`config.mk`:
```
export PLATFORM = sky130hd
export DESIGN_NAME = mux_nx1_seq
export DESIGN_NICKNAME = d
export VERILOG_FILES = /design/src/rtl/mux_pkg.sv /design/src/rtl/mux_nx1_seq_scan_ptr.sv /design/src/rtl/mux_nx1_seq.sv
export SDC_FILE = /design/constraint.sdc
export NUM_CORES = 1
export LEC_CHECK = 0
export BUFFER_PORTS_ARGS = -buffer_cell sky130_fd_sc_hd__buf_2
export CAP_MARGIN = 15
export CORE_AREA = 4 4 41 43
export CTS_CLUSTER_SIZE = 20
export DETAILED_ROUTE_END_ITERATION = 10
export DIE_AREA = 0 0 45 47
export PLACE_DENSITY = 0.77
export SLEW_MARGIN = 25
export SYNTH_ARGS = -nofsm -noshare
export SYNTH_HDL_FRONTEND = slang
export SYNTH_HIERARCHICAL = 1
export SYNTH_SLANG_ARGS = --single-unit
```
`constraint.sdc`:
```
create_clock -name clk -period 2.25 [get_ports clk]
set_input_delay 0.225 -clock clk [delete_from_list [all_inputs] [get_ports clk]]
set_output_delay 0.225 -clock clk [all_outputs]
set_load 0.1 [all_outputs]
```
`src/rtl/mux_pkg.sv`:
```
// Shared constants and helpers for the registered N:1 channel selector.
//   MODE_MANUAL / MODE_SCAN : values of the mode input
//   clog2()                 : pointer width helper, never returns less than 1
package mux_pkg;

  localparam logic MODE_MANUAL = 1'b0;
  localparam logic MODE_SCAN   = 1'b1;

  // Minimum width of 1 keeps single-value counters legal as vectors.
  function automatic int unsigned clog2(input int unsigned n);
    int unsigned r;
    r = 1;
    while ((64'd1 << r) < 64'(n)) r++;
    return r;
  endfunction

endpackage

```
`src/rtl/mux_nx1_seq_scan_ptr.sv`:
```
// Auto-scan pointer: dwells DWELL accepted loads on each channel, then steps
// the pointer modulo CHANNELS.
//   clk, rst_n : clock, synchronous active-low reset
//   en         : an accepted load happened while in scan mode
//   restart    : pointer and dwell count back to 0 (wins over en)
//   ptr        : current scan channel
module scan_ptr
  import mux_pkg::*;
#(
  parameter int unsigned CHANNELS = 4,
  parameter int unsigned DWELL    = 2
) (
  input  logic                       clk,
  input  logic                       rst_n,
  input  logic                       en,
  input  logic                       restart,
  output logic [clog2(CHANNELS)-1:0] ptr
);

  localparam int unsigned PTR_W = clog2(CHANNELS);
  localparam int unsigned DW_W  = clog2(DWELL);

  localparam logic [PTR_W-1:0] PTR_LAST   = PTR_W'(CHANNELS - 1);
  localparam logic [DW_W-1:0]  DWELL_LAST = DW_W'(DWELL - 1);

  logic [PTR_W-1:0] ptr_q, ptr_d;
  logic [DW_W-1:0]  dwell_q, dwell_d;

  // Next pointer / dwell count
  always_comb begin
    ptr_d   = ptr_q;
    dwell_d = dwell_q;
    if (restart) begin
      ptr_d   = '0;
      dwell_d = '0;
    end else if (en) begin
      if (dwell_q == DWELL_LAST) begin
        dwell_d = '0;
        ptr_d   = (ptr_q == PTR_LAST) ? '0 : ptr_q + PTR_W'(1);
      end else begin
        dwell_d = dwell_q + DW_W'(1);
      end
    end
  end

  // Counter registers
  always_ff @(posedge clk) begin
    if (!rst_n) begin
      ptr_q   <= '0;
      dwell_q <= '0;
    end else begin
      ptr_q   <= ptr_d;
      dwell_q <= dwell_d;
    end
  end

  assign ptr = ptr_q;

endmodule

```
`src/rtl/mux_nx1_seq.sv`:
```
// Registered N:1 channel selector with valid/ready output and auto-scan.
//   clk, rst_n   : clock, synchronous active-low reset
//   mode         : 0 manual (sel), 1 auto-scan (internal pointer)
//   sel          : manual channel select
//   scan_restart : reset scan pointer and dwell count
//   in_bus       : channel k at [k*WIDTH +: WIDTH]
//   in_valid     : per-channel valid
//   y, y_valid   : registered sample and its valid flag
//   y_ready      : consumer accepts y
//   y_sel        : channel that produced y
module mux_nx1_seq
  import mux_pkg::*;
#(
  parameter int unsigned WIDTH    = 4,
  parameter int unsigned CHANNELS = 4,
  parameter int unsigned SEL_W    = clog2(CHANNELS),
  parameter int unsigned DWELL    = 2
) (
  input  logic                      clk,
  input  logic                      rst_n,
  input  logic                      mode,
  input  logic [SEL_W-1:0]          sel,
  input  logic                      scan_restart,
  input  logic [CHANNELS*WIDTH-1:0] in_bus,
  input  logic [CHANNELS-1:0]       in_valid,
  output logic [WIDTH-1:0]          y,
  output logic                      y_valid,
  input  logic                      y_ready,
  output logic [SEL_W-1:0]          y_sel
);

  logic [WIDTH-1:0] y_q, y_d;
  logic             y_valid_q, y_valid_d;
  logic [SEL_W-1:0] y_sel_q, y_sel_d;

  logic             load_c;
  logic [SEL_W-1:0] ptr_c;
  logic [SEL_W-1:0] eff_sel_c;
  logic [WIDTH-1:0] mux_data_c;
  logic             mux_valid_c;

  // Output register is empty or being drained; y_ready only gates the enable.
  assign load_c    = !y_valid_q || y_ready;
  assign eff_sel_c = (mode == MODE_SCAN) ? ptr_c : sel;

  scan_ptr #(
    .CHANNELS (CHANNELS),
    .DWELL    (DWELL)
  ) u_scan_ptr (
    .clk     (clk),
    .rst_n   (rst_n),
    .en      ((mode == MODE_SCAN) && load_c),
    .restart (scan_restart),
    .ptr     (ptr_c)
  );

  // Read mux; selects beyond CHANNELS fall through to zero / invalid.
  always_comb begin
    mux_data_c  = '0;
    mux_valid_c = 1'b0;
    for (int k = 0; k < int'(CHANNELS); k++) begin
      if (eff_sel_c == SEL_W'(k)) begin
        mux_data_c  = in_bus[k*WIDTH +: WIDTH];
        mux_valid_c = in_valid[k];
      end
    end
  end

  // Load or hold the output stage
  always_comb begin
    y_d       = y_q;
    y_valid_d = y_valid_q;
    y_sel_d   = y_sel_q;
    if (load_c) begin
      y_d       = mux_data_c;
      y_valid_d = mux_valid_c;
      y_sel_d   = eff_sel_c;
    end
  end

  // Output registers
  always_ff @(posedge clk) begin
    if (!rst_n) begin
      y_q       <= '0;
      y_valid_q <= 1'b0;
      y_sel_q   <= '0;
    end else begin
      y_q       <= y_d;
      y_valid_q <= y_valid_d;
      y_sel_q   <= y_sel_d;
    end
  end

  assign y       = y_q;
  assign y_valid = y_valid_q;
  assign y_sel   = y_sel_q;

endmodule
```
# ---- Yosys cells after proc, flatten, opt, wreduce, memory -nomap -nowiden
# Index checks and enable logic that the tools add are counted.
dict set report totals {
  ff_bits 10
  latch_bits 0
  ram_bits 0
  mem_bits_ro 0
  in_bits 27
  wordCells 29
  n_memories 0
}
dict set report op_classes {
  n_addsub 2
  n_mul 0
  div 0
  magnitude_cmp 0
  eq_ne 4
  shift 0
  n_mux 11
  bitwise_logic 1
  n_reduce_logical 6
}
# operator n
set ops {}
lappend ops {{4-bit two-way mux} 4}
lappend ops {{2-bit == test, second input constant} 3}
lappend ops {{1-bit two-way mux} 5}
lappend ops {{2-bit two-way mux} 2}
lappend ops {{2-bit by 1-bit adder with 2-bit output, second input constant} 1}
lappend ops {{2-bit by 1-bit == test with 1-bit output, second input constant} 1}
lappend ops {{2-bit zero test} 1}
lappend ops {{2-bit AND reduction} 1}
lappend ops {{2-bit OR reduction} 1}
lappend ops {{1-bit adder, second input constant} 1}
lappend ops {{1-bit logical AND} 1}
lappend ops {{1-bit zero test} 1}
lappend ops {{1-bit logical OR} 1}
lappend ops {{1-bit NOT} 1}

# ---- Depth between registers and ports, before layout
dict set report logic_depth {
  depth_word 6
  depth_mapped 5
  depth_no_buf 4
}

# ---- Modules after synthesis
# The synthesis kept the hierarchy.
# module instances cells_each area_each_um2 seq_area_each_um2
set by_module_without_submodules {}
lappend by_module_without_submodules {mux_nx1_seq 1 43 414.1 140.1}
lappend by_module_without_submodules {scan_ptr 1 13 137.6 60.1}

# ---- Least setup slack after synthesis
# Ideal clock, no wire load.
dict set report synth_path {
  kind {reg-to-reg}
  startpoint {reg y_valid_q, in the netlist y_valid}
  endpoint {reg y_q[1], in the netlist y[1]}
  setup_ns 0.058
  arrival_ns 1.924
  t_required_ns 2.192
  setup_slack_ns 0.267
  stages_incl_launch_ff 5
  period_less_slack_ns 1.983
  cell_sequence {dfxtp_1 -> nor2b_1 -> nor2_1 -> a221oi_1 -> o311a_2}
}
dict set report synth_between {
  elab_chain_cells 2
}
# element line
set synth_rtl {}
lappend synth_rtl {{start, declared} mux_nx1_seq.sv:33} ;# logic y_valid_q, y_valid_d;
lappend synth_rtl {{start signal, assigned} mux_nx1_seq.sv:89} ;# y_valid_q <= y_valid_d;
lappend synth_rtl {{1-bit zero test} mux_nx1_seq.sv:43} ;# assign load_c = !y_valid_q || y_ready;
lappend synth_rtl {{1-bit logical OR} mux_nx1_seq.sv:43}
lappend synth_rtl {{end signal, assigned} mux_nx1_seq.sv:88} ;# y_q <= y_d;
lappend synth_rtl {{end, declared} mux_nx1_seq.sv:32} ;# logic [WIDTH-1:0] y_q, y_d;
# No other way between the ends.
# A chain may end at the register's enable or synchronous reset.

# ---- Final worst setup path
dict set report layout_path {
  startpoint {reg u_scan_ptr.ptr_q[0], in the netlist u_scan_ptr/ptr[0]}
  endpoint {reg y_valid_q, in the netlist y_valid}
}
dict set report layout_between {
  elab_chain_cells 6
}
# element line
set layout_rtl {}
lappend layout_rtl {{start, declared} mux_nx1_seq_scan_ptr.sv:26} ;# logic [PTR_W-1:0] ptr_q, ptr_d;
lappend layout_rtl {{start signal, assigned} mux_nx1_seq_scan_ptr.sv:52} ;# ptr_q <= ptr_d;
lappend layout_rtl {{2-bit two-way mux *} mux_nx1_seq.sv:44} ;# assign eff_sel_c = (mode == MODE_SCAN) ? ptr_c : sel;
lappend layout_rtl {{2-bit zero test} mux_nx1_seq.sv:62} ;# if (eff_sel_c == SEL_W'(k)) begin
lappend layout_rtl {{1-bit two-way mux (3 in series)} mux_nx1_seq.sv:62}
lappend layout_rtl {{1-bit two-way mux *} mux_nx1_seq.sv:62}
# Mark *: on every way between the ends. The rest lies on a longest branch, timed or not.

==> results list <==
- First-pass GRT wire length: roughly 2100 um
* Post-CTS Hold Buffers: 0
- At the worst endpoint, the required time is 2410 ps.
- Dividing the detail-routed wire length by the instance count gives 12.4 um.
- Multiplexer fraction of the synthesized cell area: 15.6%
- Largest buffer count on any clock path: 2
- Post-CTS Setup Repair Bufs: 0
* Final cycle utilization of the critical path: 69.1%
* Most frequent standard cell in the layout excluding fill and tap cells: sky130_fd_sc_hd__buf_2
* Category of the worst setup path capture point: register
- For this block, the initial DRC count from the detailed router was 0.
* CP Launch Type: register
- In the global route stage, overall resource usage came out at 13.5%.
- The count of nets left with antenna violations once routing finished came out at 0.
* Area share of xor/xnor cells in the synthesized design: roughly 1.6%
- Compound-Gate Fraction of Synth Area: 24.3%
- At the pin with the least slew margin, the transition time is 490 ps.
* Share of cells above drive strength 1: 44.6%
- Post-route DRC violation count: 0
* Total instance count after detailed placement: 103
* Number of cells on the worst reg-to-reg path: 3
* Result of the run: finished, final reports clean
* Clock tree from TritonCTS: built
- Setup violations remaining at the end of the flow were counted as 0.
* H-tree levels: 1
- After detailed routing, the number of vias per cell comes to roughly 5.2.
* Count of cell types in the netlist: 22
- First-pass iteration count of the detailed router: 1
* Main combinational cell family by area after synthesis: compound AO/OA/AOI/OAI gates
- Per-instance average area after synthesis: 9.85 um2
* Worst setup endpoint: y_valid$_SDFFE_PN0N_
* Cell area after layout: 764 um2
- Max IR drop VDD: 366 uV
- Leading cell types in the layout, fill and taps excluded: 33 x sky130_fd_sc_hd__buf_2, 10 x sky130_fd_sc_hd__nor2_1, 10 x sky130_fd_sc_hd__dfxtp_1
* Row cnt: 13
* Number of CTS-inserted buffers: 3
- Unrepaired setup endpoints after global routing: false
- Summing the areas of all and, or, nand and nor instances in the mapped netlist gives 17.2% of the synthesized area.
- The count of buffers added on input and output ports is 33.
- Between clock sinks in the finished design, the worst skew comes to approximately 0.83 ps.
- Area of the core region: 1300 um2
- After detailed placement, the total cell area comes to 728 um2.
* Final Hold Viols: 0
- The initial antenna violation count was 0.
* Count of cells resized by post-cts repair: 0
* Number of max-slew violations in the final report: 0
- Synth Area in Adders: 2.27%
- The cell count after synthesis came out at 56.
- I/O Pins: 34
* Floorplan die width: 45 um
- Die Area: 2120 um2
* Final routed wirelength across all metal layers: 1330 um
- After the last flow step, the layout net total stands at roughly 120.
- Arr. time, crit path: between 1500 and 2000 ps
- For this run the aggregate overflow at the end of global routing stands at 0.
* Detailed-placement wirelength estimate: 1110 um
- Final critical-path required period: around 1600 ps
- Clock tree root buffer cell: sky130_fd_sc_hd__clkbuf_4
- After filler insertion, the fill cell instance count of the layout stands at between 100 and 150.
* Power density relative to cell area: 699 nW/um2
- The later pin in the worst-skew pair is clocked with a latency of 260 ps.
- Net Count, Synth: 84
* Total inserted antenna cells: 0
- Floorplan die height: around 47 um
- Excluding fillers, the count of instances in the completed layout stands at 107.
- Tightest slew margin relative to the limit: 67.6%
- In this run the worst hold path is classified as primary input to register.
- The cell area that synthesis handed to floorplanning was about 550 um2.
- Layout area overhead: 38.5%
* Critical path class: register to register
* Max-cap check violation count: 0
- After routing, the total negative slack on setup checks comes to 0 ps.
- Reg2Reg Setup Slack: 700 ps
- The clock net in this run drives a total of 10 sinks.
- The share of the Yosys chip area taken by registers is 36.3%.
* Number of storage elements in the synthesis netlist: 10
- Number of global-route vias before repair: about 540
- LEAKAGE: 0.402 nW
- The worst register-to-register path ends at y_valid$_SDFFE_PN0N_.
- Total vias in the final route: around 560
* Tightest hold margin: about 210 ps
- Initial Utilization: around 42%
- For this run, the number of Yosys warnings is 6.
- Reg-to-Reg Start: u_scan_ptr/ptr[0]$_SDFFE_PP0P_
* Placer Congestion: 0.711
* Critical Path Source: u_scan_ptr/ptr[0]$_SDFFE_PP0P_
- Max frequency: 0.643 GHz
- Highest net fanout along the worst path: 5
- Clock transition at path regs: 70 ps
- Maximum number of pins on one net before global-route repair: 12
-- how the worst min path moves through the flow --
stage	startpoint	depth (start not counted)	slack, ps	end
2_1_floorplan	rst_n	1	340	y_valid$_SDFFE_PN0N_
3_3_place_gp	y_sel[1]$_SDFFE_PN0N_	1	480	y_sel[1]$_SDFFE_PN0N_
3_5_place_dp	in_bus[11]	2	480	y[3]$_SDFFE_PN0N_
4_1_cts	in_bus[11]	2	210	y[3]$_SDFFE_PN0N_
5_1_grt	in_bus[10]	2	220	y[2]$_SDFFE_PN0N_
6_report	in_bus[11]	2	210	y[3]$_SDFFE_PN0N_
-- report_power, final --
group	internal [mW]	switching, mW	leakage, nW
Clock	0.0981	0.0623	0.0210
Combinational	0.0531	0.124	0.299
Sequential	0.190	0.00691	0.0826
Total	0.341	0.193	0.402
-- final cells by class --
cell class	count	area [um2]	area share [%]
Clock buffer	4	36.3	4.75
Timing Repair Buffer	34	173	22.6
Sequential cell	10	200	26.2
Tap cell	15	18.8	2.45
Multi-Input combinational cell	44	337	44.0
-- flip-flops by register name (all words and copies together), names as in the netlist --
signal,count
u_scan_ptr/dwell_q,1
u_scan_ptr/ptr,2
y,4
y_sel,2
y_valid,1
-- cells in the mapped netlist --
master / instances / share of area (%)
sky130_fd_sc_hd__dfxtp_1: 10 / 36
sky130_fd_sc_hd__xnor2_1: 1 / 1.6
sky130_fd_sc_hd__nor2_1: 10 / 6.8
sky130_fd_sc_hd__o311a_1: 3 / 5.4
sky130_fd_sc_hd__and2_2: 2 / 2.7
sky130_fd_sc_hd__o211a_1: 1 / 1.8
sky130_fd_sc_hd__clkbuf_1: 1 / 0.68
sky130_fd_sc_hd__o21a_1: 1 / 1.4
sky130_fd_sc_hd__nand3_1: 1 / 0.91
sky130_fd_sc_hd__o311a_2: 1 / 2.0
sky130_fd_sc_hd__buf_6: 1 / 2.0
sky130_fd_sc_hd__nand2b_1: 2 / 2.3
sky130_fd_sc_hd__o21ai_0: 1 / 0.91
sky130_fd_sc_hd__a221oi_1: 4 / 6.3
sky130_fd_sc_hd__ha_1: 1 / 2.3
sky130_fd_sc_hd__nor2b_1: 1 / 1.1
sky130_fd_sc_hd__a21bo_1: 2 / 3.6
sky130_fd_sc_hd__mux2i_1: 6 / 11
sky130_fd_sc_hd__nand2_1: 2 / 1.4
sky130_fd_sc_hd__mux4_1: 1 / 4.8
sky130_fd_sc_hd__nand4bb_1: 1 / 2.0
sky130_fd_sc_hd__a21oi_1: 3 / 2.7
-- metal layers --
layer  up-vias  track usage, %  routed length, um
li1        286               -                  -
met1       249            13.6                526
met2        23            25.4                615
met3         0            4.60                185
met4         0            5.26                  0
met5         -               0                  0
-- through the flow --
stage          util, %  power, mW  setup WS (ps)
6_report          58.8      0.534            695
5_1_grt           58.8      0.561            579
4_1_cts           58.8      0.541            684
3_5_place_dp      56.0      0.380            616
3_3_place_gp      56.0      0.377            667
2_1_floorplan        -      0.336            267
-- cells by family (layout without fill, tap and decap cells) --
logic type	after synthesis	count (layout)
xor+xnor	1	1
simple gates	19	19
flops	10	10
fa+ha+maj	1	1
mux	7	7
buf+inv	2	38
compound gates	16	16
-- critical path, stage by stage (launching register included) --
cell	delay, ps
sky130_fd_sc_hd__dfxtp_1	330
sky130_fd_sc_hd__mux2i_1	350
sky130_fd_sc_hd__mux4_1	600
sky130_fd_sc_hd__o21a_1	170
Note: power is estimated with default switching activity, not from simulation.
